`src/rtl/dcache_wbuf_bridge_pkg.sv`:
```
// Shared types for the Dcache write-buffer / line-refill bridge: size codes,
// read-FSM states and the buffered store entry layout.
package dcache_wbuf_bridge_pkg;

    typedef enum logic [1:0] {
        SIZE_B = 2'd0,
        SIZE_H = 2'd1,
        SIZE_W = 2'd2
    } mem_size_e;

    typedef enum logic [1:0] {
        R_IDLE,
        R_REQ,
        R_DATA,
        R_RESP
    } rd_state_e;

    typedef struct packed {
        logic [31:0] addr;
        logic [31:0] wdata;
        logic [3:0]  wstrb;
        logic [1:0]  size;
    } wbuf_entry_t;

    localparam int unsigned WBUF_ENTRY_W = $bits(wbuf_entry_t);

    function automatic logic [31:0] line_align(input logic [31:0] a, input int unsigned ow);
        return a & ~((32'd1 << (ow + 2)) - 32'd1);
    endfunction

endpackage

```
`src/rtl/dcache_wbuf_bridge_if.sv`:
```
// Dcache-side memory bus and L2-side bus bundles for dcache_wbuf_bridge.
interface dcache_mem_if #(
    parameter int unsigned offset_width = 2
);
    logic                           dcache_mem_req;
    logic                           dcache_mem_wr;
    logic [1:0]                     dcache_mem_size;
    logic [3:0]                     dcache_mem_wstrb;
    logic [31:0]                    dcache_mem_addr;
    logic [31:0]                    dcache_mem_wdata;
    logic                           mem_dcache_addrOK;
    logic                           mem_dcache_dataOK;
    logic [(32<<offset_width)-1:0]  mem_dcache_rdata;
    logic                           mem_dcache_bvalid;

    modport master (
        output dcache_mem_req, dcache_mem_wr, dcache_mem_size, dcache_mem_wstrb,
               dcache_mem_addr, dcache_mem_wdata,
        input  mem_dcache_addrOK, mem_dcache_dataOK, mem_dcache_rdata, mem_dcache_bvalid
    );

    modport slave (
        input  dcache_mem_req, dcache_mem_wr, dcache_mem_size, dcache_mem_wstrb,
               dcache_mem_addr, dcache_mem_wdata,
        output mem_dcache_addrOK, mem_dcache_dataOK, mem_dcache_rdata, mem_dcache_bvalid
    );
endinterface

interface l2_bus_if;
    logic        l2_req;
    logic        l2_wr;
    logic [31:0] l2_addr;
    logic [1:0]  l2_size;
    logic [3:0]  l2_wstrb;
    logic [31:0] l2_wdata;
    logic        l2_ready;
    logic        l2_rvalid;
    logic [31:0] l2_rdata;
    logic        l2_rlast;

    modport master (
        output l2_req, l2_wr, l2_addr, l2_size, l2_wstrb, l2_wdata,
        input  l2_ready, l2_rvalid, l2_rdata, l2_rlast
    );

    modport slave (
        input  l2_req, l2_wr, l2_addr, l2_size, l2_wstrb, l2_wdata,
        output l2_ready, l2_rvalid, l2_rdata, l2_rlast
    );
endinterface

```
`src/rtl/dcache_wbuf_bridge_wbuf_fifo.sv`:
```
// Synchronous FIFO holding write-through stores; same-cycle push and pop allowed.
module wbuf_fifo #(
    parameter int unsigned WIDTH = 70,
    parameter int unsigned DEPTH = 4
) (
    input  logic                     clk,
    input  logic                     rstn,
    input  logic                     push,
    input  logic                     pop,
    input  logic [WIDTH-1:0]         din,
    output logic [WIDTH-1:0]         dout,
    output logic [$clog2(DEPTH):0]   count,
    output logic                     full,
    output logic                     empty
);
    localparam int unsigned AW       = $clog2(DEPTH);
    localparam logic [AW:0] FULL_CNT = (AW + 1)'(DEPTH);

    logic [WIDTH-1:0] mem_q [DEPTH];
    logic [WIDTH-1:0] mem_d [DEPTH];
    logic [AW-1:0]    wr_ptr_q, wr_ptr_d;
    logic [AW-1:0]    rd_ptr_q, rd_ptr_d;
    logic [AW:0]      count_q, count_d;
    logic             do_push, do_pop;

    always_comb begin
        full     = (count_q == FULL_CNT);
        empty    = (count_q == '0);
        do_push  = push & ~full;
        do_pop   = pop & ~empty;
        mem_d    = mem_q;
        wr_ptr_d = wr_ptr_q;
        rd_ptr_d = rd_ptr_q;
        count_d  = count_q;
        if (do_push) begin
            mem_d[wr_ptr_q] = din;
            wr_ptr_d        = wr_ptr_q + AW'(1);
        end
        if (do_pop) begin
            rd_ptr_d = rd_ptr_q + AW'(1);
        end
        case ({do_push, do_pop})
            2'b10:   count_d = count_q + (AW + 1)'(1);
            2'b01:   count_d = count_q - (AW + 1)'(1);
            default: count_d = count_q;
        endcase
        dout  = mem_q[rd_ptr_q];
        count = count_q;
    end

    always_ff @(posedge clk or negedge rstn) begin
        if (!rstn) begin
            wr_ptr_q <= '0;
            rd_ptr_q <= '0;
            count_q  <= '0;
        end else begin
            wr_ptr_q <= wr_ptr_d;
            rd_ptr_q <= rd_ptr_d;
            count_q  <= count_d;
        end
    end

    always_ff @(posedge clk) begin
        mem_q <= mem_d;
    end

endmodule

```
`src/rtl/dcache_wbuf_bridge.sv`:
```
// Memory-side stage below the Dcache FSM: buffers write-through stores and drains
// them to L2 in order; serves line refills as word bursts once the buffer is empty.
module dcache_wbuf_bridge
    import dcache_wbuf_bridge_pkg::*;
#(
    parameter int unsigned offset_width = 2,
    parameter int unsigned WBUF_DEPTH   = 4
) (
    input  logic        clk,
    input  logic        rstn,
    dcache_mem_if.slave dc,
    l2_bus_if.master    l2
);
    localparam int unsigned WORDS = 1 << offset_width;
    localparam int unsigned CNT_W = $clog2(WBUF_DEPTH) + 1;

    rd_state_e               state_q, state_d;
    logic [offset_width-1:0] beat_q, beat_d;
    logic [WORDS-1:0][31:0]  line_q, line_d;
    logic [31:0]             line_addr_q, line_addr_d;
    logic                    bvalid_q, bvalid_d;

    wbuf_entry_t             push_entry, head_entry;
    logic [CNT_W-1:0]        wbuf_count;
    logic                    wbuf_full, wbuf_empty;
    logic                    push, pop, rd_idle, rd_accept, drain;

    assign push_entry = '{addr:  dc.dcache_mem_addr,
                          wdata: dc.dcache_mem_wdata,
                          wstrb: dc.dcache_mem_wstrb,
                          size:  dc.dcache_mem_size};

    wbuf_fifo #(
        .WIDTH (WBUF_ENTRY_W),
        .DEPTH (WBUF_DEPTH)
    ) u_wbuf (
        .clk   (clk),
        .rstn  (rstn),
        .push  (push),
        .pop   (pop),
        .din   (push_entry),
        .dout  (head_entry),
        .count (wbuf_count),
        .full  (wbuf_full),
        .empty (wbuf_empty)
    );

    // Full refuses a write even when the head pops this cycle; reads wait for a drained buffer.
    always_comb begin
        rd_idle   = (state_q == R_IDLE);
        push      = rstn & rd_idle & dc.dcache_mem_req & dc.dcache_mem_wr & ~wbuf_full;
        rd_accept = rstn & rd_idle & dc.dcache_mem_req & ~dc.dcache_mem_wr
                    & (wbuf_count == '0) & ~push;
        drain     = rd_idle & ~wbuf_empty;
        pop       = drain & l2.l2_ready;
    end

    always_comb begin
        l2.l2_req   = 1'b0;
        l2.l2_wr    = 1'b0;
        l2.l2_addr  = '0;
        l2.l2_size  = '0;
        l2.l2_wstrb = '0;
        l2.l2_wdata = '0;
        if (drain) begin
            l2.l2_req   = 1'b1;
            l2.l2_wr    = 1'b1;
            l2.l2_addr  = head_entry.addr;
            l2.l2_size  = head_entry.size;
            l2.l2_wstrb = head_entry.wstrb;
            l2.l2_wdata = head_entry.wdata;
        end else if (state_q == R_REQ) begin
            l2.l2_req  = 1'b1;
            l2.l2_addr = line_addr_q;
            l2.l2_size = SIZE_W;
        end
    end

    assign dc.mem_dcache_addrOK = push | rd_accept;
    assign dc.mem_dcache_dataOK = (state_q == R_RESP);
    assign dc.mem_dcache_rdata  = line_q;
    assign dc.mem_dcache_bvalid = bvalid_q;

    always_comb begin
        state_d     = state_q;
        beat_d      = beat_q;
        line_d      = line_q;
        line_addr_d = line_addr_q;
        bvalid_d    = pop;
        unique case (state_q)
            R_IDLE: begin
                if (rd_accept) begin
                    line_addr_d = line_align(dc.dcache_mem_addr, offset_width);
                    state_d     = R_REQ;
                end
            end
            R_REQ: begin
                if (l2.l2_ready) state_d = R_DATA;
            end
            R_DATA: begin
                if (l2.l2_rvalid) begin
                    line_d[beat_q] = l2.l2_rdata;
                    beat_d         = beat_q + offset_width'(1);
                    // Clearing on rlast keeps the next burst aligned even after a short one.
                    if (l2.l2_rlast) begin
                        beat_d  = '0;
                        state_d = R_RESP;
                    end
                end
            end
            R_RESP: state_d = R_IDLE;
            default: state_d = R_IDLE;
        endcase
    end

    always_ff @(posedge clk or negedge rstn) begin
        if (!rstn) begin
            state_q     <= R_IDLE;
            beat_q      <= '0;
            line_q      <= '0;
            line_addr_q <= '0;
            bvalid_q    <= 1'b0;
        end else begin
            state_q     <= state_d;
            beat_q      <= beat_d;
            line_q      <= line_d;
            line_addr_q <= line_addr_d;
            bvalid_q    <= bvalid_d;
        end
    end

    rlast_on_final_beat: assert property (@(posedge clk) disable iff (!rstn)
        (state_q == R_DATA && l2.l2_rvalid && l2.l2_rlast) |-> (beat_q == '1))
        else $error("early l2_rlast at beat %0d", beat_q);

endmodule

```
`src/flat_wrapper.sv`:
```
// flat-port wrapper written by rule: the top's interface ports become plain ports
module dcache_wbuf_bridge_flat import dcache_wbuf_bridge_pkg::*;
#(
    parameter int unsigned offset_width = 2,
    parameter int unsigned WBUF_DEPTH   = 4
)
  (clk, rstn, dc_dcache_mem_req, dc_dcache_mem_wr, dc_dcache_mem_size, dc_dcache_mem_wstrb, dc_dcache_mem_addr, dc_dcache_mem_wdata, dc_mem_dcache_addrOK, dc_mem_dcache_dataOK, dc_mem_dcache_rdata, dc_mem_dcache_bvalid, l2_l2_req, l2_l2_wr, l2_l2_addr, l2_l2_size, l2_l2_wstrb, l2_l2_wdata, l2_l2_ready, l2_l2_rvalid, l2_l2_rdata, l2_l2_rlast);
  dcache_mem_if #(.offset_width(offset_width)) dc_i ();
  l2_bus_if l2_i ();
  input  logic clk;
  input  logic rstn;
  input wire logic [$bits(dc_i.dcache_mem_req)-1:0] dc_dcache_mem_req;
  input wire logic [$bits(dc_i.dcache_mem_wr)-1:0] dc_dcache_mem_wr;
  input wire logic [$bits(dc_i.dcache_mem_size)-1:0] dc_dcache_mem_size;
  input wire logic [$bits(dc_i.dcache_mem_wstrb)-1:0] dc_dcache_mem_wstrb;
  input wire logic [$bits(dc_i.dcache_mem_addr)-1:0] dc_dcache_mem_addr;
  input wire logic [$bits(dc_i.dcache_mem_wdata)-1:0] dc_dcache_mem_wdata;
  output wire logic [$bits(dc_i.mem_dcache_addrOK)-1:0] dc_mem_dcache_addrOK;
  output wire logic [$bits(dc_i.mem_dcache_dataOK)-1:0] dc_mem_dcache_dataOK;
  output wire logic [$bits(dc_i.mem_dcache_rdata)-1:0] dc_mem_dcache_rdata;
  output wire logic [$bits(dc_i.mem_dcache_bvalid)-1:0] dc_mem_dcache_bvalid;
  output wire logic [$bits(l2_i.l2_req)-1:0] l2_l2_req;
  output wire logic [$bits(l2_i.l2_wr)-1:0] l2_l2_wr;
  output wire logic [$bits(l2_i.l2_addr)-1:0] l2_l2_addr;
  output wire logic [$bits(l2_i.l2_size)-1:0] l2_l2_size;
  output wire logic [$bits(l2_i.l2_wstrb)-1:0] l2_l2_wstrb;
  output wire logic [$bits(l2_i.l2_wdata)-1:0] l2_l2_wdata;
  input wire logic [$bits(l2_i.l2_ready)-1:0] l2_l2_ready;
  input wire logic [$bits(l2_i.l2_rvalid)-1:0] l2_l2_rvalid;
  input wire logic [$bits(l2_i.l2_rdata)-1:0] l2_l2_rdata;
  input wire logic [$bits(l2_i.l2_rlast)-1:0] l2_l2_rlast;
  assign dc_i.dcache_mem_req = dc_dcache_mem_req;
  assign dc_i.dcache_mem_wr = dc_dcache_mem_wr;
  assign dc_i.dcache_mem_size = dc_dcache_mem_size;
  assign dc_i.dcache_mem_wstrb = dc_dcache_mem_wstrb;
  assign dc_i.dcache_mem_addr = dc_dcache_mem_addr;
  assign dc_i.dcache_mem_wdata = dc_dcache_mem_wdata;
  assign dc_mem_dcache_addrOK = dc_i.mem_dcache_addrOK;
  assign dc_mem_dcache_dataOK = dc_i.mem_dcache_dataOK;
  assign dc_mem_dcache_rdata = dc_i.mem_dcache_rdata;
  assign dc_mem_dcache_bvalid = dc_i.mem_dcache_bvalid;
  assign l2_l2_req = l2_i.l2_req;
  assign l2_l2_wr = l2_i.l2_wr;
  assign l2_l2_addr = l2_i.l2_addr;
  assign l2_l2_size = l2_i.l2_size;
  assign l2_l2_wstrb = l2_i.l2_wstrb;
  assign l2_l2_wdata = l2_i.l2_wdata;
  assign l2_i.l2_ready = l2_l2_ready;
  assign l2_i.l2_rvalid = l2_l2_rvalid;
  assign l2_i.l2_rdata = l2_l2_rdata;
  assign l2_i.l2_rlast = l2_l2_rlast;
  dcache_wbuf_bridge #(.offset_width(offset_width), .WBUF_DEPTH(WBUF_DEPTH)) u_core (.clk(clk), .rstn(rstn), .dc(dc_i), .l2(l2_i));
endmodule
```
`config.mk`:
```
export PLATFORM = sky130hd
export DESIGN_NAME = dcache_wbuf_bridge_flat
export DESIGN_NICKNAME = d
export VERILOG_FILES = /design/src/rtl/dcache_wbuf_bridge_pkg.sv /design/src/rtl/dcache_wbuf_bridge_if.sv /design/src/rtl/dcache_wbuf_bridge_wbuf_fifo.sv /design/src/rtl/dcache_wbuf_bridge.sv /design/src/flat_wrapper.sv
export SDC_FILE = /design/constraint.sdc
export NUM_CORES = 1
export LEC_CHECK = 0
export CORE_MARGIN = 2
export CORE_UTILIZATION = 55
export CTS_CLUSTER_SIZE = 12
export DETAILED_ROUTE_END_ITERATION = 8
export PLACE_DENSITY_LB_ADDON = 0.12
export SLEW_MARGIN = 15
export SYNTH_ARGS = -nofsm -noshare
export SYNTH_HDL_FRONTEND = slang
export SYNTH_SLANG_ARGS = --single-unit
```
`constraint.sdc`:
```
create_clock -name clk -period 9.4 [get_ports clk]
set_clock_uncertainty 0.2 [all_clocks]
set_input_delay 1.41 -clock clk [delete_from_list [all_inputs] [get_ports clk]]
set_output_delay 1.41 -clock clk [all_outputs]
set_load 0.1 [all_outputs]
```
# After elaboration in Yosys (flattened, before gate mapping)

Index checks and enable logic that the tools add are counted.

Register bits: 448
Bits of input ports: 109
Output and inout bits: 203
Word-level logic and storage cells: 86

Add/subtract/negate cells: 5
$lt $le $gt $ge: 5
Equality and inequality tests: 10
Multiplexer cells: 25
Bitwise gates (word level): 18
Reductions and logical operators: 8

Operators with widths:

| kind                  | number |
|---|---|
| $bwmux W280           | 1 |
| $mux W70              | 3 |
| $bmux W70 S2          | 1 |
| $demux W70 S2         | 1 |
| $bwmux W128           | 1 |
| $mux W32              | 4 |
| $demux W32 S2         | 1 |
| $mux W2               | 7 |
| $and A1 B1 Y1         | 11 |
| $ne A2 B2 Y1 const B  | 4 |
| $pmux W2 S4           | 1 |
| $add A2 B1 Y2 const B | 3 |
| $eq A2 B2 Y1 const B  | 3 |
| $ge A3 B3 Y1 const B  | 2 |
| $not A2 Y3            | 2 |
| $pmux W3 S2           | 1 |
| $eq A2 B1 Y1 const B  | 2 |
| $mux W4               | 1 |
| $not A1 Y1            | 4 |
| $reduce_and A2 Y1     | 2 |
| $reduce_and A4 Y1     | 1 |
| $add A3 B1 Y3 const B | 1 |
| $eq A3 B3 Y1 const B  | 1 |
| $logic_not A3 Y1      | 1 |
| other kinds (9)       | 12 |

# Longest topological paths before layout

Word-level depth: 9
Depth in mapped cells: 12
Mapped depth without buffers: 12

# Cells and area by module

From an unflattened synthesis, not the netlist that was laid out.

Cells, all modules: 914
Area total of the unflattened synthesis: 17,404.2 µm²

By module, submodules not included:

| module             | instances | cells an instance | area each (µm²) | sequential area each (µm²) |
|---|---|---|---|---|
| wbuf_fifo          | 1         | 404               | 10,602.7        | 8,583.2 |
| dcache_wbuf_bridge | 1         | 510               | 6,801.5         | 4,028.9 |

# Worst setup path after synthesis

OpenSTA, ideal clock, no wires.

Path kind: flip-flop to output port
Start point: register u_core.state_q[0]
End point: output port l2_l2_addr[22]
Arrival: 2.732 ns
Data required time: 7.790 ns
Setup slack: 5.058 ns
Cell stages (with the launch flop): 8
Buffers on the path: 1
Cell sequence: dfrtp_1 > inv_1 > ha_1 > o31ai_1 > inv_2 > clkbuf_1 > nand2_1 > nand2_1

Longest elaborated chain between the ends: 3
Elaborated cells between the ends (all ways): 5
Those cells by class: eq/ne (1); mux (2); bitwise (1); reduce/logical (1)

RTL lines:

| element                                          | RTL line                                           | RTL |
|---|---|---|
| from (decl)                                      | dcache_wbuf_bridge.sv:17                           | `rd_state_e state_q, state_d;` |
| from (signal assigned)                           | dcache_wbuf_bridge.sv:124                          | `state_q <= state_d;` |
| $eq A2 B1 Y1 or $logic_not A2 Y1 (tied branches) | dcache_wbuf_bridge.sv:72, dcache_wbuf_bridge.sv:50 |  |
| $mux W32 or $and A1 B1 Y1 (tied branches)        | dcache_wbuf_bridge.sv:72, dcache_wbuf_bridge.sv:54 |  |
| $mux W32 *                                       | dcache_wbuf_bridge.sv:65                           | `if (drain) begin` |
| to (decl)                                        | flat_wrapper.sv:24                                 | `output wire logic [$bits(l2_i.l2_addr)-1:0] l2_l2_addr;` |

Mark *: on every way between the ends. The rest lies on a longest branch, timed or not.

# Worst setup path after layout

Start point: register u_core.state_q[0]
End point: output port l2_l2_addr[10]

The elaborated chain is that of the path after synthesis.

==> results.md <==
- Max Slew Vio Count: 0
- Largest net degree at the start of global routing: 74
- Post-DP HPWL: 22.2 mm
- CTS tree: built
- Crit. End Element: output pin
- CTS buffer count: 45
- Share of cells above drive strength 1: 21.8%
- Post-CTS setup buffers: 0
- Post-synth EDFFs: 280
- Routability congestion estimate: 0.709
- # hold bufs at CTS: 0
- I/O pin cnt: 312
- Max-slew headroom: 25.8%
- # DRC: 0
- Fillers: 1982
- Final setup viols: 0
- Final Hold Vio Count: 0
- Synth Area per Inst: roughly 19 µm²
- Final wirelength: 36.9 mm
- Seq/Total Area, Yosys: between 70 and 80%
- Synth cell types: 31
- Slew @ Worst Pin: roughly 1.1 ns
- Antenna violations before repair: 3
- Bufs on Longest Clock Path: 3
- Via/cell ratio: 5.53
- Fin crit share: 59.2%
- Achievable frequency: between 150 and 200 MHz
- Ys Warns: 0
- All-layer global routing usage: about 23%
- Number of H-tree levels: 2
- Clock-pin slew on the worst setup and hold paths: 0.06 ns
- Clock Latency Late Sink: 0.53 ns
- Post-Syn Nets: 1037
- Setup CP Type: reg -> out
- Startpoint types: flip-flop
- WL/cell: approximately 22 µm
- Post-route ant nets: 0
- Area grow syn2layout: 28.5%
- Total gr overflow: 0
- Pre-antenna DRT Iters: 5
- Initial DRC Count: 455
- Core Area: 0.0307 mm²
- I/O Buffers: 311
- Site Rows: 64
- Post-CTS sizing: 0
- First-pass GRT wire length: ~57 mm
- Synth async-reset ratio: 37.5%
- Area occupied by registers: 0.0126 mm²
- Worst min-delay path category: reg -> reg
- CP arrival: 3.95 ns
- Max cap viols: 0
- Crit path time final: 5.57 ns
- Required @ worst endpoint: 7.79 ns
- Detailed-route via count: 9219
- CTS root buf: clkbuf_16
- Die X: 181 µm
- Multi-input logic area: 0.00447 mm²
- Die H: 181 µm
- Final nets: ~1400
- Max FO, Critical Path: 73
- RSZ-0062 raised after global routing: false
- Status: completed
- Initial Util: 56.1%
- Die Area: ~0.033 mm²
- Total clock sinks: ~450
- Mapped Area: between 0.015 and 0.02 mm²
- Post-Synthesis Cells: 913
- Dominant synthesized flop cell: edfxtp_1
- Post-synthesis register bit count: 448
- Fin Setup TNS: 0 ns
- Vias in the first global route: roughly 10000
final cells by class:
class                           instances  share of cell area [%]
Clock inverter                          5                   0.113
Timing Repair Buffer                  321                    14.4
Tap cell                              396                    2.23
Clock buffer                           74                    6.03
Inverter                               11                   0.186
Antenna cell                            3                  0.0338
Multi-Input combinational cell        410                    20.1
Sequential cell                       448                    56.9
layout by cell type (no fill, tap or decap), types with 21 or more instances in the layout:
cell type | synthesis | routed
clkbuf_1 | 24 | 21
dfrtp_1 | 168 | 166
edfxtp_1 | 280 | 280
mux2_1 | 30 | 30
nand2_1 | 64 | 64
and2_1 | 44 | 44
clkbuf_16 | 0 | 47
nand3_1 | 33 | 29
mux2_2 | 128 | 128
clkdlybuf4s50_1 | 0 | 310
mux4_2 | 70 | 70
routing by layer:
metal | global-route usage [%] | vias to the layer above | wire (µm)
met1 | 28.3 | 4730 | 14600
li1 | - | 4118 | -
met5 | 0 | - | 15
met4 | 6.31 | 2 | 840
met3 | 9.33 | 60 | 3660
met2 | 37.0 | 309 | 17800
registers in the layout, indices dropped and copies added, names as in the netlist, 2 cells and up:
| name | count |
|---|---|
| u_core.beat_q | 2 |
| u_core.dc.mem_dcache_rdata | 128 |
| u_core.line_addr_q | 28 |
| u_core.state_q | 2 |
| u_core.u_wbuf.count | 3 |
| u_core.u_wbuf.mem_q | 280 |
| u_core.u_wbuf.rd_ptr_q | 2 |
| u_core.u_wbuf.wr_ptr_q | 2 |
synth_stat cells, drive strengths merged, types with 2 or more instances:
cell type  instances  area share [%]
nor2               3           0.065
o21ai              2           0.058
mux4              70             9.1
ha                14             1.0
xor2               3            0.15
edfxtp           280              49
buf               20            0.58
inv               11            0.24
nand2             64             1.4
and2              44             1.6
mux2             158              10
nand2b             2           0.072
xnor2              3            0.15
dfrtp            168              24
and3               4            0.14
clkbuf            24            0.52
nand3             33            0.96
final timing paths:
check,startpoint,to,slack [ns],cells past startpoint
hold reg to reg,u_core.line_addr_q[27],u_core.line_addr_q[27],0.29,1
setup reg to reg,u_core.state_q[0],u_core.u_wbuf.count[2],5.83,13
hold / removal,u_core.line_addr_q[27],u_core.line_addr_q[27],0.29,1
max in group asynchronous,rstn,u_core.dc.mem_dcache_rdata[56],6.47,3
min in group asynchronous,rstn,u_core.dc.mem_dcache_rdata[27],0.66,1
setup / recovery,u_core.state_q[0],l2_l2_addr[10],3.84,9
cell families after synthesis:
group | after synthesis | share of synthesized area (%)
muxes | 229 | 19.5
AOI/OAI and AO/OA | 7 | 0.276
buffers and inverters | 55 | 1.34
and+or+nand+nor | 153 | 4.35
adders and majority gates | 15 | 1.13
xor gates and xnor gates | 6 | 0.305
DFF | 448 | 73.1
stage by stage:
stage	utilization [%]	hold slack, ns	cells	cell area (µm²)	worst slack, ns
after floorplan	-	0.265	913	17300	5.06
after global placement	67.7	0.274	1586	20800	3.98
after detailed placement	67.7	0.282	1586	20800	3.94
after CTS	72.1	0.295	1665	22200	3.71
after global routing	72.1	0.300	1666	22200	3.53
final	72.1	0.293	1668	22200	3.84
worst max-delay path, stage by stage (launching register included):
cell	delay, ns
dfrtp_1	0.40
inv_1	0.13
ha_1	0.31
o31ai_4	0.10
buf_4	0.28
inv_2	0.08
buf_4	0.59
nand2_1	0.12
nand2_1	0.10
clkdlybuf4s50_1	1.18
Power is not shown: default switching activity piles up to over one toggle a cycle in this logic, so the estimate is an artifact.
